<file path="config.mk">
export PLATFORM = sky130hd
export DESIGN_NAME = stack_cmd_frontend
export DESIGN_NICKNAME = d
export VERILOG_FILES = /design/src/rtl/stack_cmd_frontend.sv
export SDC_FILE = /design/constraint.sdc
export NUM_CORES = 1
export LEC_CHECK = 0
export CAP_MARGIN = 20
export CELL_PAD_IN_SITES_DETAIL_PLACEMENT = 1
export CELL_PAD_IN_SITES_GLOBAL_PLACEMENT = 1
export CORE_UTILIZATION = 25
export DETAILED_ROUTE_END_ITERATION = 6
export PLACE_DENSITY = 0.51
export SETUP_SLACK_MARGIN = 0.3
export SYNTH_ARGS = -nofsm -noshare
export SYNTH_HDL_FRONTEND = slang
export SYNTH_SLANG_ARGS = --single-unit
</file>
<file path="constraint.sdc">
create_clock -name clock -period 5.2 [get_ports clock]
set_clock_uncertainty 0.2 [all_clocks]
set_input_delay 0.78 -clock clock [delete_from_list [all_inputs] [get_ports clock]]
set_output_delay 0.78 -clock clock [all_outputs]
set_load 0.005 [all_outputs]
</file>
<file path="src/rtl/stack_cmd_frontend.sv">
// stack_cmd_frontend: turns five raw push-buttons into one-cycle stack
// datapath commands.
//   clock, reset          rising-edge clock, synchronous active-high reset
//   btn_enter..btn_pop    raw asynchronous buttons, active-high
//   sw_data[7:0]          raw operand switches (synchronised, taken on enter)
//   write_opcode[3:0]     one-cycle command: 1 enter, 2 check, 3 add, 4 swap, 5 pop
//   data[7:0]             operand latched when an enter issues
//   busy                  high while a post-command lockout runs
//   pending[4:0]          queued requests {pop,swap,add,check,enter}
//   issued_count[7:0]     wrapping count of issued commands
//
// stack_cmd_debounce: per-button 2-flop synchroniser + debouncer, emitting a
// one-cycle pulse on each 0->1 transition of the debounced level.

module stack_cmd_debounce #(
    parameter int DEBOUNCE_CYCLES = 16
) (
    input  logic clock,
    input  logic reset,
    input  logic btn,
    output logic rise
);
    localparam logic [15:0] CNT_MAX = 16'(DEBOUNCE_CYCLES - 1);

    logic [1:0]  sync;
    logic        level;
    logic        level_q;
    logic [15:0] cnt;

    always_ff @(posedge clock) begin
        if (reset) begin
            sync    <= '0;
            level   <= 1'b0;
            level_q <= 1'b0;
            cnt     <= '0;
        end else begin
            sync    <= {sync[0], btn};
            level_q <= level;
            if (sync[1] == level) begin
                cnt <= '0;
            end else if (cnt == CNT_MAX) begin
                // this cycle would make the disagreement DEBOUNCE_CYCLES long
                level <= ~level;
                cnt   <= '0;
            end else begin
                cnt <= cnt + 16'd1;
            end
        end
    end

    assign rise = level & ~level_q;
endmodule

module stack_cmd_frontend #(
    parameter int DEBOUNCE_CYCLES = 16
) (
    input  logic       clock,
    input  logic       reset,
    input  logic       btn_enter,
    input  logic       btn_check,
    input  logic       btn_add,
    input  logic       btn_swap,
    input  logic       btn_pop,
    input  logic [7:0] sw_data,
    output logic [3:0] write_opcode,
    output logic [7:0] data,
    output logic       busy,
    output logic [4:0] pending,
    output logic [7:0] issued_count
);
    localparam logic [3:0] OP_ENTER = 4'd1;
    localparam logic [3:0] OP_ADD   = 4'd3;
    localparam logic [3:0] OP_SWAP  = 4'd4;

    typedef enum logic [1:0] {IDLE, ISSUE, LOCK} state_t;

    state_t     state, state_next;
    logic [4:0] btn_vec, rise_vec, clr;
    logic [7:0] sw_s1, sw_s2;
    logic [3:0] sel_op;
    logic [1:0] lock_len, lcnt;
    logic       go;

    assign btn_vec = {btn_pop, btn_swap, btn_add, btn_check, btn_enter};

    stack_cmd_debounce #(.DEBOUNCE_CYCLES(DEBOUNCE_CYCLES)) u_db [4:0] (
        .clock (clock),
        .reset (reset),
        .btn   (btn_vec),
        .rise  (rise_vec)
    );

    // lowest pending index wins (enter highest priority); opcode = index + 1
    always_comb begin
        sel_op = 4'd0;
        clr    = '0;
        for (int i = 4; i >= 0; i--) begin
            if (pending[i]) begin
                sel_op = 4'(i + 1);
                clr    = '0;
                clr[i] = 1'b1;
            end
        end
    end

    // lockout length of the command currently on write_opcode
    always_comb begin
        lock_len = 2'd0;
        if (write_opcode == OP_ADD)  lock_len = 2'd1;
        if (write_opcode == OP_SWAP) lock_len = 2'd2;
    end

    always_comb begin
        go         = 1'b0;
        state_next = IDLE;
        case (state)
            IDLE:  go = |pending;
            ISSUE: go = (lock_len == 2'd0) && |pending;
            LOCK:  go = (lcnt == 2'd0) && |pending;
            default: go = 1'b0;
        endcase
        if (go)
            state_next = ISSUE;
        else if (state == ISSUE && lock_len != 2'd0)
            state_next = LOCK;
        else if (state == LOCK && lcnt != 2'd0)
            state_next = LOCK;
    end

    always_ff @(posedge clock) begin
        if (reset) begin
            state        <= IDLE;
            write_opcode <= '0;
            data         <= '0;
            pending      <= '0;
            issued_count <= '0;
            lcnt         <= '0;
            sw_s1        <= '0;
            sw_s2        <= '0;
        end else begin
            state        <= state_next;
            sw_s1        <= sw_data;
            sw_s2        <= sw_s1;
            // an edge on a bit issued this edge merges; one arriving later re-queues
            pending      <= (pending | rise_vec) & ~(go ? clr : 5'd0);
            write_opcode <= go ? sel_op : 4'd0;
            if (go) issued_count <= issued_count + 8'd1;
            if (go && sel_op == OP_ENTER) data <= sw_s2;
            if (state == ISSUE && state_next == LOCK)
                lcnt <= lock_len - 2'd1;
            else if (state == LOCK && lcnt != 2'd0)
                lcnt <= lcnt - 2'd1;
        end
    end

    assign busy = (state == LOCK);
endmodule

</file>
==> metrics, run 1 <==
clock buffers created by TritonCTS=17; worst-case headroom to the max-slew limit=33.3%; number of filler cells placed in the layout=about 2500; WL final=12700 um; number of ports placed on the die boundary=41; buffers added on ports=39; accumulated negative setup slack=0 ns; ys flop type=sky130_fd_sc_hd__dfxtp_1; initial cell density of the core=25.7%; number of max-cap violations=0; clock edge transition at the registers on the reported setup and hold paths=0.06 ns; unrepaired setup endpoints after global routing=no; area fraction of the dominant cell type after synthesis=51.1%; area of the placeable core=0.0220 mm^2; total non-filler cell area in the finished layout=0.00686 mm^2; number of failing setup endpoints in the final timing report=0; Mapped Area=0.00565 mm^2; most area-consuming cells after synthesis=sky130_fd_sc_hd__dfxtp_1, sky130_fd_sc_hd__xor2_1, sky130_fd_sc_hd__nor2_1; HPWL Detailed=8820 um; count of buffer and inverter cells on the critical path=0; startpoint types=register; Max Root-Sink Buffers=2; global-route wire length before repair=22300 um; hold bufs inserted after CTS=0; nets in the synthesized netlist=641; width of the chip=152 um; standard-cell rows=54; number of buffers added for setup after CTS=0; Post-synth top cells=sky130_fd_sc_hd__dfxtp_1, sky130_fd_sc_hd__nor2_1, sky130_fd_sc_hd__xor2_1, sky130_fd_sc_hd__nand2_1, sky130_fd_sc_hd__nand3_1; kind of end point of the critical path=register; mean area per synthesized cell=9.17 um^2; fraction of power consumed by sequential logic=~49%; data required time at the worst endpoint=5.30 ns; fraction of the core area covered by cells at the end of the flow=between 30% and 40%; count of unresolved DRC violations after routing=2; sequential area share after synthesis=between 50% and 60%; detailed-routing iteration count for the pre-antenna-repair pass=7; sum of overflow across all layers after global routing=0; Final GP Congestion=between 0.7 and 0.8; Worst path most repeated cell=sky130_fd_sc_hd__nor3_2; number of instances in the synthesized netlist=616; final standard cell count with taps included and fillers excluded=950; Max Clk Rate=355 MHz; run status=finished with violations; TritonCTS clock tree=built; post-cts repair resize count=0; final-stage net count=around 680; clock tree root driver cell=sky130_fd_sc_hd__clkbuf_16; number of hold violations in the final report=0; violation count after the first detailed-routing iteration=roughly 140; via count normalized by instance count=4.53; clock latency on the worst-skew pair=0.41 ns; net switching power=between 500 and 600 uW; failing checks=DRC; cell total after placement=917; Clock power frac=between 40% and 50%; Avg WL per Cell=13.3 um; leakage power=2.33 nW; critical-path cell list=nor3_2 -> a21o_1 -> nor3_2 -> nor2_1 -> o311a_1; count of antenna-violating nets left after detailed routing=0; number of clock sinks seen by CTS=144; Post-synth EDFFs=0; measured slew at the worst slew-check pin=0.994 ns; post-route fraction of the period consumed by the critical path=54.1%; final critical path time including I/O delays and setup=2.81 ns; critical path type=reg2reg; vias in the first global route=4600; combinational cell fraction of total power=1.5%; cell with the largest stage delay on the worst path=sky130_fd_sc_hd__nor3_2; cell accounting for the most synthesized area=sky130_fd_sc_hd__dfxtp_1; total number of vias=4302; vertical die dimension=152 um; number of max-slew violations in the final report=0; largest net degree at the start of global routing=55; CTS HTree Levels=4; Yosys warning total=0; arrival time at the worst endpoint=2.91 ns; global-route usage over all layers=11.8%; PwrDens=333 mW/mm^2; fraction of layout instances using a drive strength above 1=5.53%; Syn-to-layout area delta=21.5%; area taken by multi-input logic gates=0.00265 mm^2; cell class contributing the biggest share of worst-path delay=simple AND/OR/NAND/NOR gates; Die Footprint=about 0.023 mm^2; cell with the most instances after synthesis=sky130_fd_sc_hd__dfxtp_1; Min-Delay Path Class=reg2reg; Async S/R FF share, synth=0%; antenna violations before repair=0; CP peak stage delay=roughly 0.80 ns; Worst IR Drop VDD=0.209 mV; internal power summed over all cells=1.76 mW; switching portion of total power=23.2%; maximum fanout count along the critical path=18; count of unique library cells instantiated by Yosys=~40; register bit count reported by yosys=144; footprint of the flip-flops and latches=between 0.002 and 0.003 mm^2; cell area after placement=0.00631 mm^2
-- layer usage --
layer,global-route usage [%],up-vias,wire [um]
met4,4.37,0,186
met5,0,-,0
met3,3.50,13,459
li1,-,2173,-
met2,18.8,47,5790
met1,14.9,2069,6220
-- layout by cell type (no fill, tap or decap), types with 3 or more instances in the layout --
cell type / n
sky130_fd_sc_hd__inv_1: 9
sky130_fd_sc_hd__nor3_1: 11
sky130_fd_sc_hd__inv_6: 6
sky130_fd_sc_hd__mux2i_1: 5
sky130_fd_sc_hd__nand4_1: 18
sky130_fd_sc_hd__a21oi_1: 23
sky130_fd_sc_hd__nand3_1: 38
sky130_fd_sc_hd__nor4_1: 20
sky130_fd_sc_hd__clkbuf_16: 17
sky130_fd_sc_hd__o21ai_0: 9
sky130_fd_sc_hd__clkinvlp_4: 4
sky130_fd_sc_hd__and3_1: 17
sky130_fd_sc_hd__and4_1: 4
sky130_fd_sc_hd__a311oi_1: 3
sky130_fd_sc_hd__nand2_1: 41
sky130_fd_sc_hd__ha_1: 10
sky130_fd_sc_hd__nor2b_1: 32
sky130_fd_sc_hd__xor2_1: 45
sky130_fd_sc_hd__xnor2_1: 31
sky130_fd_sc_hd__dfxtp_1: 144
sky130_fd_sc_hd__nor2_1: 104
sky130_fd_sc_hd__or3_1: 7
sky130_fd_sc_hd__clkdlybuf4s50_1: 38
-- area by class of cell --
type,count,area share (%)
clock buffer,18,6.25
inverter,9,0.492
antenna,1,0.0365
sequential,144,42.0
multi-input combinational,444,38.6
tap,280,5.10
clock inverter,14,1.79
timing repair buffer,40,5.72
-- power groups by stage --
stage	sequential [mW]	combinational (mW)	clock, mW
floorplan	1.14	0.0204	0
global placement	1.14	0.0342	0
detailed placement	1.14	0.0352	0
CTS	1.12	0.0355	1.17
global route	1.12	0.0389	1.23
finish	1.12	0.0343	1.13
-- cell families after synthesis --
kind of cell / Yosys count / synth area share, %
AO/OA/AOI/OAI: 47 / 4.99
XOR/XNOR: 76 / 11.8
adder cells (fa/ha/maj): 10 / 2.22
buffers and inverters: 28 / 2.04
flip-flops: 144 / 51.1
multiplexers: 5 / 0.886
other: 1 / 0.0664
AND/OR/NAND/NOR: 305 / 27.0
-- flip-flops by register name, indices dropped and copies added, names as in the netlist --
signal / count
data: 8
u_db.cnt: 80
state: 2
u_db.level_q: 5
sw_s1: 8
u_db.sync: 10
pending: 5
sw_s2: 8
issued_count: 8
lcnt: 2
write_opcode: 3
u_db.level: 5
-- path summary, 6_finish.rpt --
check | start | end | slack, ns | cells after the start
worst max-delay path | pending[0]$_SDFF_PP0_ | lcnt[0]$_SDFFE_PP0P_ | 2.39 | 5
worst min register to register | sw_s1[3]$_SDFF_PP0_ | sw_s2[3]$_SDFF_PP0_ | 0.24 | 1
worst min-delay path | sw_s1[3]$_SDFF_PP0_ | sw_s2[3]$_SDFF_PP0_ | 0.24 | 1
worst max register to register | pending[0]$_SDFF_PP0_ | lcnt[0]$_SDFFE_PP0P_ | 2.39 | 5
-- through the flow --
| stage | hold WS, ns | power, mW | setup WS, ns |
|---|---|---|---|
| 4_1_cts | 0.244 | 2.33 | 2.34 |
| 2_1_floorplan | 0.214 | 1.16 | 3.20 |
| 3_5_place_dp | 0.226 | 1.18 | 2.34 |
| 3_3_place_gp | 0.219 | 1.18 | 2.51 |
| 6_report | 0.235 | 2.29 | 2.39 |
| 5_1_grt | 0.261 | 2.38 | 2.15 |
Power figures use the tool's default switching activity.
==> run 2: changes to the inputs <==
==> constraint.sdc (replaced) <==
create_clock -name clock -period 2.8 [get_ports clock]
set_clock_uncertainty 0.2 [all_clocks]
set_input_delay 0.42 -clock clock [delete_from_list [all_inputs] [get_ports clock]]
set_output_delay 0.42 -clock clock [all_outputs]
set_load 0.005 [all_outputs]
==> run 2 against run 1 <==
Net effect:
- the run still ends with DRC left
- sequential power increased by 86%
- flip-flop and latch count unchanged
- first-iteration DRC count decreased by 17%
- non-clock buffer count increased by 3
- final cell count increased by 0.32%
- count of clock-buffer cells in the layout decreased by 1
- global-route usage decreased by 0.20 points
- worst setup slack got worse by 1.9 ns
- via count about the same
- final area increased by 0.80%
- sequential share of layout area decreased by 0.33 points
- power increased by 90%
- highest routed layer unchanged
==> metrics, run 2 (synthesis results as in run 1) <==
startpoint types=register; clock tree root driver cell=sky130_fd_sc_hd__clkbuf_16; number of failing setup endpoints in the final timing report=0 (unchanged); number of filler cells placed in the layout=2496 (+0.20%); flop-to-flop setup slack=0.51 ns (-1.88 ns); accumulated negative setup slack=0 ns (unchanged); number of max-slew violations in the final report=0 (unchanged); width of the chip=152 um (unchanged); most common library cell in the layout ignoring fill and taps=sky130_fd_sc_hd__dfxtp_1; number of ports placed on the die boundary=41 (unchanged); kind of end point of the critical path=output pin; arrival time at the worst endpoint=1.68 ns (-1.23 ns); Final GP Congestion=0.815 (+9.7%); clock latency on the worst-skew pair=0.41 ns (about the same); fraction of layout instances using a drive strength above 1=6.10% (+0.57 points); measured slew at the worst slew-check pin=0.548 ns (-0.446 ns); Worst IR Drop VDD=0.399 mV (+90%); biggest regs=u_db.cnt x80, u_db.sync x10; failing checks=DRC; Avg WL per Cell=13.1 um (-1.4%); global-route usage over all layers=11.6% (-0.20 points); count of unresolved DRC violations after routing=2 (unchanged); maximum fanout count along the critical path=7 (-11); post-route fraction of the period consumed by the critical path=82.3%; standard-cell rows=54 (unchanged); Die Footprint=0.0232 mm^2 (unchanged); logic depth of the worst path, buffers included=3 (-2); critical-path cell list=inv_1 -> ha_1 -> clkdlybuf4s50_1; CTS HTree Levels=4 (unchanged); number of clock sinks seen by CTS=144 (unchanged); Max Clk Rate=434 MHz; Post-Route Hold Slack=0.239 ns (+0.00408 ns); leading cell types in the layout, fill and taps excluded=sky130_fd_sc_hd__dfxtp_1, sky130_fd_sc_hd__nor2_1, sky130_fd_sc_hd__xor2_1; buffers added on ports=39 (unchanged); HPWL Detailed=8850 um (+0.32%); global-route wire length before repair=21900 um (-1.6%); total number of vias=4298 (-0.093%); Syn-to-layout area delta=22.5%; capturing element of the worst setup path=busy; area of the placeable core=0.0220 mm^2 (unchanged); final-stage net count=684 (+0.44%); data required time at the worst endpoint=2.18 ns (-3.12 ns); number of max-cap violations=0 (unchanged); PwrDens=627 mW/mm^2 (+88%); number of cells traversed by the worst register-to-register path=7 (+2); worst-case headroom to the max-slew limit=63.2% (+30 points); TritonCTS clock tree=built; cell with the largest stage delay on the worst path=sky130_fd_sc_hd__clkdlybuf4s50_1; CP Launch Point=state[0]$_SDFF_PP0_; unrepaired setup endpoints after global routing=no; vias in the first global route=4540 (-1.3%); clock buffers created by TritonCTS=17 (unchanged); via count normalized by instance count=4.51 (-0.41%); count of antenna-violating nets left after detailed routing=0 (unchanged); run status=finished with violations; violation count after the first detailed-routing iteration=119 (-17%); critical path type=reg2out; leakage power=2.37 nW (+1.3%); largest reg by FF count=u_db.cnt; antenna violations before repair=1 (+1); largest net degree at the start of global routing=33 (-40%); CP peak stage delay=0.57 ns (-0.23 ns); WL final=12500 um (-1.0%); area taken by multi-input logic gates=0.00266 mm^2 (+0.28%); Max Root-Sink Buffers=2 (unchanged); clock edge transition at the registers on the reported setup and hold paths=0.07 ns (about the same); initial cell density of the core=25.7% (unchanged); vertical die dimension=152 um (unchanged); Min-Delay Path Class=reg2reg; detailed-routing iteration count for the pre-antenna-repair pass=6 (-1); sum of overflow across all layers after global routing=0 (unchanged); r2r endpoint=issued_count[5]$_SDFFE_PP0P_; flip-flop count of the largest register, all copies and words added=80 (unchanged); number of hold violations in the final report=0 (unchanged); cell class contributing the biggest share of worst-path delay=buffers and inverters; worst flop-to-flop path startpoint=state[0]$_SDFF_PP0_; final critical path time including I/O delays and setup=2.30 ns; footprint of the flip-flops and latches=0.00288 mm^2 (unchanged); count of buffer and inverter cells on the critical path=2 (+2)
[run 2: area by class of cell]
type                    instances  area share, %
repair buffers                 43           6.00
diodes                          1         0.0362
flip-flops and latches        144           41.7
multi-input cells             444           38.4
clock buffers                  17           6.15
clock inverters                15           2.19
inverters                       9          0.488
well taps                     280           5.06
[run 2: per-layer routing]
layer	global-route usage (%)	vias to the layer above	routed length, um
met2	18.8	53	5690
met1	14.3	2050	6140
li1	-	2183	-
met5	0	-	0
met3	3.78	12	555
met4	4.28	0	134
[run 2: metrics by stage]
stage	area, um^2	power (mW)	utilization (%)	cells	setup WS, ns
4_1_cts	6910	4.42	31.5	952	0.435
2_1_floorplan	5650	2.16	-	616	0.830
5_1_grt	6920	4.52	31.5	952	0.322
6_report	6920	4.34	31.5	953	0.495
3_5_place_dp	6330	2.19	28.8	920	0.447
3_3_place_gp	6330	2.19	28.8	920	0.568
[run 2: how the worst min path moves through the flow]
stage                                   start             endpoint  slack, ns  depth (start not counted)
after detailed placement  sw_s1[0]$_SDFF_PP0_  sw_s2[0]$_SDFF_PP0_       0.23                          1
after global routing      sw_s1[3]$_SDFF_PP0_  sw_s2[3]$_SDFF_PP0_       0.26                          1
after floorplan           sw_s1[0]$_SDFF_PP0_  sw_s2[0]$_SDFF_PP0_       0.21                          1
after CTS                 sw_s1[0]$_SDFF_PP0_  sw_s2[0]$_SDFF_PP0_       0.24                          1
final                     sw_s1[0]$_SDFF_PP0_  sw_s2[0]$_SDFF_PP0_       0.24                          1
after global placement    sw_s1[1]$_SDFF_PP0_  sw_s2[1]$_SDFF_PP0_       0.22                          1
[run 2: repair_timing]
action	CTS	global route
setup endpoints to repair	0	1
hold buffers	0	0
gates resized for setup	0	1
setup buffers	0	0
[run 2: power by group]
group          internal, mW  switching, mW
clock                  1.25          0.947
combinational        0.0305         0.0335
sequential             2.07        0.00762
==> run 3: changes to the inputs <==
--- a/config.mk
+++ b/config.mk
@@ -10,7 +10,7 @@
 export CELL_PAD_IN_SITES_GLOBAL_PLACEMENT = 1
 export CORE_UTILIZATION = 25
 export DETAILED_ROUTE_END_ITERATION = 6
-export PLACE_DENSITY = 0.51
+export PLACE_DENSITY = 0.53
 export SETUP_SLACK_MARGIN = 0.3
 export SYNTH_ARGS = -nofsm -noshare
 export SYNTH_HDL_FRONTEND = slang
==> constraint.sdc (replaced) <==
create_clock -name clock -period 2 [get_ports clock]
set_clock_uncertainty 0.2 [all_clocks]
set_input_delay 0.3 -clock clock [delete_from_list [all_inputs] [get_ports clock]]
set_output_delay 0.3 -clock clock [all_outputs]
set_load 0.005 [all_outputs]
==> run 3 against run 2 <==
Net effect:
- largest power group unchanged
- sequential power up 39%
- final area grew 13%
- final cell count increased by 4.5%
- worst setup slack worse by 0.31 ns
- hold slack worse by 0.13 ns
- clock power rose by 42%
- flip-flop and latch count did not move
- non-clock buffer count increased by 44
- the run still ends with DRC left
==> metrics, run 3 (synthesis results as in run 1) <==
detailed-routing iteration count for the pre-antenna-repair pass=7 (+1); Worst IR Drop VDD=0.571 mV (+43%); vias in the first global route=4827 (+6.3%); clock tree root driver cell=sky130_fd_sc_hd__clkbuf_16; CP peak stage delay=0.52 ns (-0.05 ns); via count normalized by instance count=4.61 (+2.1%); final-stage net count=728 (+6.4%); fraction of layout instances using a drive strength above 1=28.2% (+22 points); largest reg by FF count=u_db.cnt; Die Footprint=0.0232 mm^2 (unchanged); failing checks=DRC; run status=finished with violations; overall power consumption=6.13 mW (+41%); Diodes inserted=0 (-1); WL final=13900 um (+11%); number of failing setup endpoints in the final timing report=0 (unchanged); count of unresolved DRC violations after routing=1 (-1); final critical path time including I/O delays and setup=1.81 ns; clock buffers created by TritonCTS=17 (unchanged); number of max-cap violations=0 (unchanged); global-route track usage on met1=14.9% (+0.59 points); standard-cell rows=54 (unchanged); buffers added on ports=39 (unchanged); startpoint types=register; maximum fanout count along the critical path=4 (-3); count of antenna-violating nets left after detailed routing=0 (unchanged); total number of vias=4588 (+6.7%); number of max-slew violations in the final report=0 (unchanged); post-route fraction of the period consumed by the critical path=90.6%; Post-Route Hold Slack=0.112 ns (-0.127 ns); data required time at the worst endpoint=1.50 ns (-0.68 ns); number of filler cells placed in the layout=2451 (-1.8%); kind of end point of the critical path=output pin; number of hold violations in the final report=0 (unchanged); global-route wire length before repair=23000 um (+4.9%); most common library cell in the layout ignoring fill and taps=sky130_fd_sc_hd__dfxtp_1; critical-path cell list=clkdlybuf4s50_1; clock latency on the worst-skew pair=0.42 ns (about the same); HPWL Detailed=9030 um (+2.1%); Final GP Congestion=0.776 (-4.8%); Max Clk Rate=between 500 and 600 MHz; PwrDens=781 mW/mm^2 (+25%); sum of overflow across all layers after global routing=0 (unchanged); Min-Delay Path Class=in2reg; clock edge transition at the registers on the reported setup and hold paths=0.07 ns (about the same); cell class contributing the biggest share of worst-path delay=buffers and inverters; CTS HTree Levels=4 (unchanged); area of the placeable core=0.0220 mm^2 (unchanged); number of clock sinks seen by CTS=144 (unchanged); leading cell types in the layout, fill and taps excluded=sky130_fd_sc_hd__dfxtp_1, sky130_fd_sc_hd__nor2_1, sky130_fd_sc_hd__xor2_1; accumulated negative setup slack=0 ns (unchanged); flop-to-flop setup slack=0.19 ns (-0.32 ns); count of buffer and inverter cells on the critical path=1 (-1); antenna violations before repair=0 (-1); vertical die dimension=152 um (unchanged); number of ports placed on the die boundary=41 (unchanged); Max Root-Sink Buffers=2 (unchanged); violation count after the first detailed-routing iteration=126 (+5.9%); area taken by multi-input logic gates=0.00312 mm^2 (+17%); hold bufs inserted after CTS=0 (unchanged); arrival time at the worst endpoint=1.31 ns (-0.37 ns); global-route usage over all layers=12.3% (+0.68 points); cell with the largest stage delay on the worst path=sky130_fd_sc_hd__clkdlybuf4s50_1; width of the chip=152 um (unchanged); critical path type=reg2out; flip-flop count of the largest register, all copies and words added=80 (unchanged); TritonCTS clock tree=built; Avg WL per Cell=13.9 um (+6.1%); biggest regs=u_db.cnt x80, u_db.sync x10; largest net degree at the start of global routing=28 (-15%); Syn-to-layout area delta=38.9%; met2 track utilization from global routing=20.6% (+1.9 points); unrepaired setup endpoints after global routing=yes; leakage power=2.78 nW (+18%); global routing usage on met3=3.41% (-0.37 points); initial cell density of the core=25.7% (unchanged); routing layer with the top usage in global route=met2; footprint of the flip-flops and latches=0.00297 mm^2 (+3.1%)
-- run 3: per-stage QoR --
| step | utilization (%) | area (um^2) | setup slack (ns) | std cells |
|---|---|---|---|---|
| after global routing | 35.7 | 7840 | 0.0986 | 996 |
| after detailed placement | 29.6 | 6490 | 0.0935 | 935 |
| after global placement | 29.6 | 6490 | 0.182 | 935 |
| final | 35.7 | 7840 | 0.188 | 996 |
| after floorplan | - | 5700 | 0.286 | 616 |
| after CTS | 33.8 | 7430 | 0.150 | 987 |
-- run 3: routing by layer --
metal  vias up  share of wire, %
met2        55                50
li1       2274                 -
met5         -                 0
met1      2248                46
met3        11               3.4
met4         0               1.0
-- run 3: area by class of cell --
cell class	instances	area share [%]
Multi-Input combinational cell	444	39.7
Sequential cell	144	37.9
Timing Repair Buffer	87	9.96
Clock buffer	17	5.42
Tap cell	280	4.47
Clock inverter	15	2.03
Inverter	9	0.495
-- run 3: repair_timing --
item                       4_1_cts  5_1_grt
gates cloned                     1        2
buffers inserted                19        7
setup endpoints to repair      119      105
pin swaps                       19       32
resized for setup               97       93
-- run 3: power by group --
part	switching (mW)	internal [mW]
Combinational	0.0546	0.0534
Clock	1.45	1.68
Sequential	0.0126	2.88
Total	1.51	4.61
-- run 3: path summary, 6_finish.rpt --
| check | depth (start not counted) | to | from |
|---|---|---|---|
| min reg2reg | 1 | u_db[4].cnt[0]$_SDFF_PP0_ | u_db[4].cnt[0]$_SDFF_PP0_ |
| max | 1 | issued_count[5] | issued_count[5]$_SDFFE_PP0P_ |
| min | 2 | u_db[2].level$_SDFFE_PP0P_ | reset |
| max reg2reg | 7 | pending[4]$_SDFF_PP0_ | pending[2]$_SDFF_PP0_ |
==> edit 1: new RTL, config.mk and constraints of run 2 <==
Make the reset (`reset`) asynchronous in 2 clocked blocks. Comments in the files are not updated.
--- a/src/rtl/stack_cmd_frontend.sv
+++ b/src/rtl/stack_cmd_frontend.sv
@@ -27,7 +27,7 @@
     logic        level_q;
     logic [15:0] cnt;
 
-    always_ff @(posedge clock) begin
+    always_ff @(posedge clock or posedge reset) begin
         if (reset) begin
             sync    <= '0;
             level   <= 1'b0;
@@ -127,7 +127,7 @@
             state_next = LOCK;
     end
 
-    always_ff @(posedge clock) begin
+    always_ff @(posedge clock or posedge reset) begin
         if (reset) begin
             state        <= IDLE;
             write_opcode <= '0;
Check against the original RTL: no difference found for any inputs over 10 cycles, from zero or initial values and one cycle with reset high; that may be too few to reach the edited logic, so the function may still have changed.
==> edit 1 against run 2 <==
- design area is 10% higher
- setup slack worse by 100 ps
- synthesized area is 10% higher
- utilization is 0.19 points lower
- sequential share of layout area is 5.5 points higher
- sequential cell count stayed put
- via count is 1.6% higher
- critical path depth is 3 higher
- routed wire length is 10% higher
- critical path type is now reg2reg
Power is not compared: it rests on default switching activity, and its combinational part moved more than twofold at a synthesized area within 25%.
==> edit 1: results (changes against run 2) <==
critical path peak fanout: 12 (+5)
Slowest cell on crit path: or4b_4
Slew @ Worst Pin: 552.4 ps (+4.465 ps)
antenna cells: 0 (-1)
FILL cells: 2,730 (+9.4%)
vias in the first global route: 4,874 (+7.4%)
CP Data Arrival Time: 2500 ps (+820 ps)
GR Layer Usage met2: 0.1959 (+0.008288)
hold depth: 0 (-1)
Metal-1 WL: 6336 µm (+3.2%)
top post-synthesis cells by count: dfrtp_1 (144), nor2_1 (68), xnor2_1 (34)
wire length per cell: 14.49 µm (+10%)
gr usage total: 0.1158 (about the same)
Multi-In Gates: 384 (-14%)
synth top area cells: dfrtp_1 (58%), xnor2_1 (4.8%), xor2_1 (4.5%), nor2_1 (4.1%), mux2_2 (2.5%)
Placed Cells: 919 (-0.11%)
num sequential: 144 (unchanged)
largest net degree at the start of global routing: 90 (+170%)
status: finished clean
WL met3: 336 µm (-39%)
final wirelength: 13,780 µm (+10%)
initial antenna violation count: 0 (-1)
vias per std cell: 4.591 (+1.8%)
syn nets: 591 (-7.8%)
Clock buf/inv share: 0.07813 (-0.005246)
R2R Setup Slk: 400 ps (-110 ps)
crit end category: flop
commonest register cell after synthesis: dfrtp_1
placed cell areas: 7020 µm² (+11%)
initial drt markers: 197 (+66%)
Critical R2R Capture: lcnt[0]
GP Congestion: 0.7725 (-5.2%)
Routed met2 length: 6922 µm (+22%)
-- edit 1: changes by cell type after synthesis, sizes merged, moves of 13 or more --
cell / change
xor2: -13
dfrtp: +144
mux2: +14
inv: +15
nor2: -35
dfxtp: -144
nand3: -13
nand2: -20
nor2b: -32
or3: +13
-- edit 1: kinds of logic (layout without fill, tap and decap cells) --
| kind of cell | count (synthesis) | in the layout | synth area share |
|---|---|---|---|
| compound gates | 60 | 60 | 0.05901 |
| other cells | 1 | 1 | 0.0006016 |
| fa+ha+maj | 10 | 10 | 0.02007 |
| xor+xnor | 66 | 66 | 0.09273 |
| mux | 14 | 14 | 0.02529 |
| flops | 144 | 144 | 0.5781 |
| buf+inv | 38 | 99 | 0.02529 |
| simple gates | 233 | 233 | 0.1989 |
-- edit 1: timing repair --
action                                 CTS  global route
endpoints found under the hold margin    0             0
setup endpoints to repair               10             2
resized for setup                        3             1
pin swaps                                1             1
==> edit 2: new RTL, settings of run 2 <==
Made on the original files. `DEBOUNCE_CYCLES` is set to 16 in 2 places; all go to 8.
--- a/src/rtl/stack_cmd_frontend.sv
+++ b/src/rtl/stack_cmd_frontend.sv
@@ -13,7 +13,7 @@
 // one-cycle pulse on each 0->1 transition of the debounced level.
 
 module stack_cmd_debounce #(
-    parameter int DEBOUNCE_CYCLES = 16
+    parameter int DEBOUNCE_CYCLES = 8
 ) (
     input  logic clock,
     input  logic reset,
@@ -52,7 +52,7 @@
 endmodule
 
 module stack_cmd_frontend #(
-    parameter int DEBOUNCE_CYCLES = 16
+    parameter int DEBOUNCE_CYCLES = 8
 ) (
     input  logic       clock,
     input  logic       reset,
Function: same outputs for any inputs over 10 cycles, from zero or initial values and one cycle with reset high; that may be too few to reach the edited logic, so the function may still have changed.
==> edit 2 against run 2 <==
- routed wire length increased by 16%
- total power increased by 3.9%
- synthesized area increased by 6.7%
- setup slack got worse by 75 ps
- design area increased by 6.4%
- non-clock buffer count increased by 4
- sequential cell count unchanged
- die area increased by 6.6%
==> edit 2: results (changes against run 2) <==
largest stage delay on the critical path: 720 ps (+150 ps)
Multi-In Gates: 470 (+5.9%)
gr usage total: 0.1284 (+0.01264)
Non-Clock Inverter Count: 14 (+5)
asr flop ratio synth: 0 (unchanged)
Place WS: 536.8 ps (+89.84 ps)
status: finished clean
initial antenna violation count: 0 (-1)
Syn Area/Cell: 9.182 µm² (+0.17%)
net switching power: 0.9846 mW (-0.39%)
GP Congestion: 0.8140 (about the same)
depth of the worst register-to-register path: 4 (-3)
min-delay src: sw_s1[3]
routed vias: 4,763 (+11%)
worst r2r src: write_opcode[2]
layout cell share with drive strength beyond 1: 0.08345 (+0.02244)
wire length per cell: 14.17 µm (+7.9%)
buffer share of cell area: 0.06050 (+0.0004560)
Hold Slack: 233.7 ps (-5.510 ps)
CP Capture Point: pending[0]
R2R Setup Slk: 610 ps (+100 ps)
Max-area cell class: multi-input gates
clkbuf count: 18 (+1)
max_slew headroom: 0.5840 (-0.04787)
Max IR drop VDD: 0.4265 mV (+7.0%)
Crit. Startpoint: pending[0]
top post-synthesis cells by count: dfxtp_1 (144), nor2_1 (93), nor2b_1 (38)
Clock buf/inv share: 0.08277 (-0.0006117)
nets: 719 (+5.1%)
syn nets: 681 (+6.2%)
Rows: 56 (+3.7%)
first-pass GRT wire length: 25,120 µm (+15%)
M3 GR Usage: 0.03139 (-0.006439)
GR Layer Usage met2: 0.2111 (+0.02350)
Finished Layout Cells: 1,026 (+7.7%)
GR Util met1: 0.1601 (+0.01732)
Non-clk bufs: 47 (+9.3%)
DRC viols: 0 (-2)
initial drt markers: 91 (-24%)
synth top area cells: dfxtp_1 (48%), nor2_1 (5.8%), xnor2_1 (4.8%), xor2_1 (4.7%), nor2b_1 (3.9%)
Leakage: 2.398 nW (+1.4%)
delay-heaviest family, CP: flip-flops
post-DP HPWL: 10,110 µm (+14%)
antenna cells: 0 (-1)
register area share after synthesis: 0.4786 (-0.03192)
Slowest cell on crit path: dfxtp_1
Critical R2R Capture: lcnt[1]
largest net degree at the start of global routing: 28 (-15%)
Placed Cells: 994 (+8.0%)
critical path peak fanout: 15 (+8)
vias in the first global route: 4,961 (+9.3%)
placed cell areas: 6750 µm² (+6.6%)
fin worst setup slack: 420.0 ps (-75.22 ps)
area of the multi-input gates: 2973 µm² (+12%)
-- edit 2: repair_timing --
item	CTS	global route
resized for setup	0	1
hold endpoints to repair	0	0
setup endpoints to repair	0	1
-- edit 2: kinds of logic (layout without fill, tap and decap cells) --
| logic type | Yosys count | after routing | share of synthesized area |
|---|---|---|---|
| XOR/XNOR | 65 | 65 | 0.09452 |
| AND/OR/NAND/NOR | 319 | 319 | 0.2856 |
| adder cells (fa/ha/maj) | 10 | 10 | 0.02077 |
| flip-flops | 144 | 144 | 0.4786 |
| buffers and inverters | 42 | 93 | 0.02908 |
| multiplexers | 13 | 13 | 0.02285 |
| AO/OA/AOI/OAI | 62 | 62 | 0.06793 |
| other | 1 | 1 | 0.0006226 |
-- edit 2: routing by layer --
metal,vias to the layer above,wire length (µm)
met3,23,446
met5,-,0
met4,0,246
li1,2388,-
met1,2301,7054
met2,51,6794
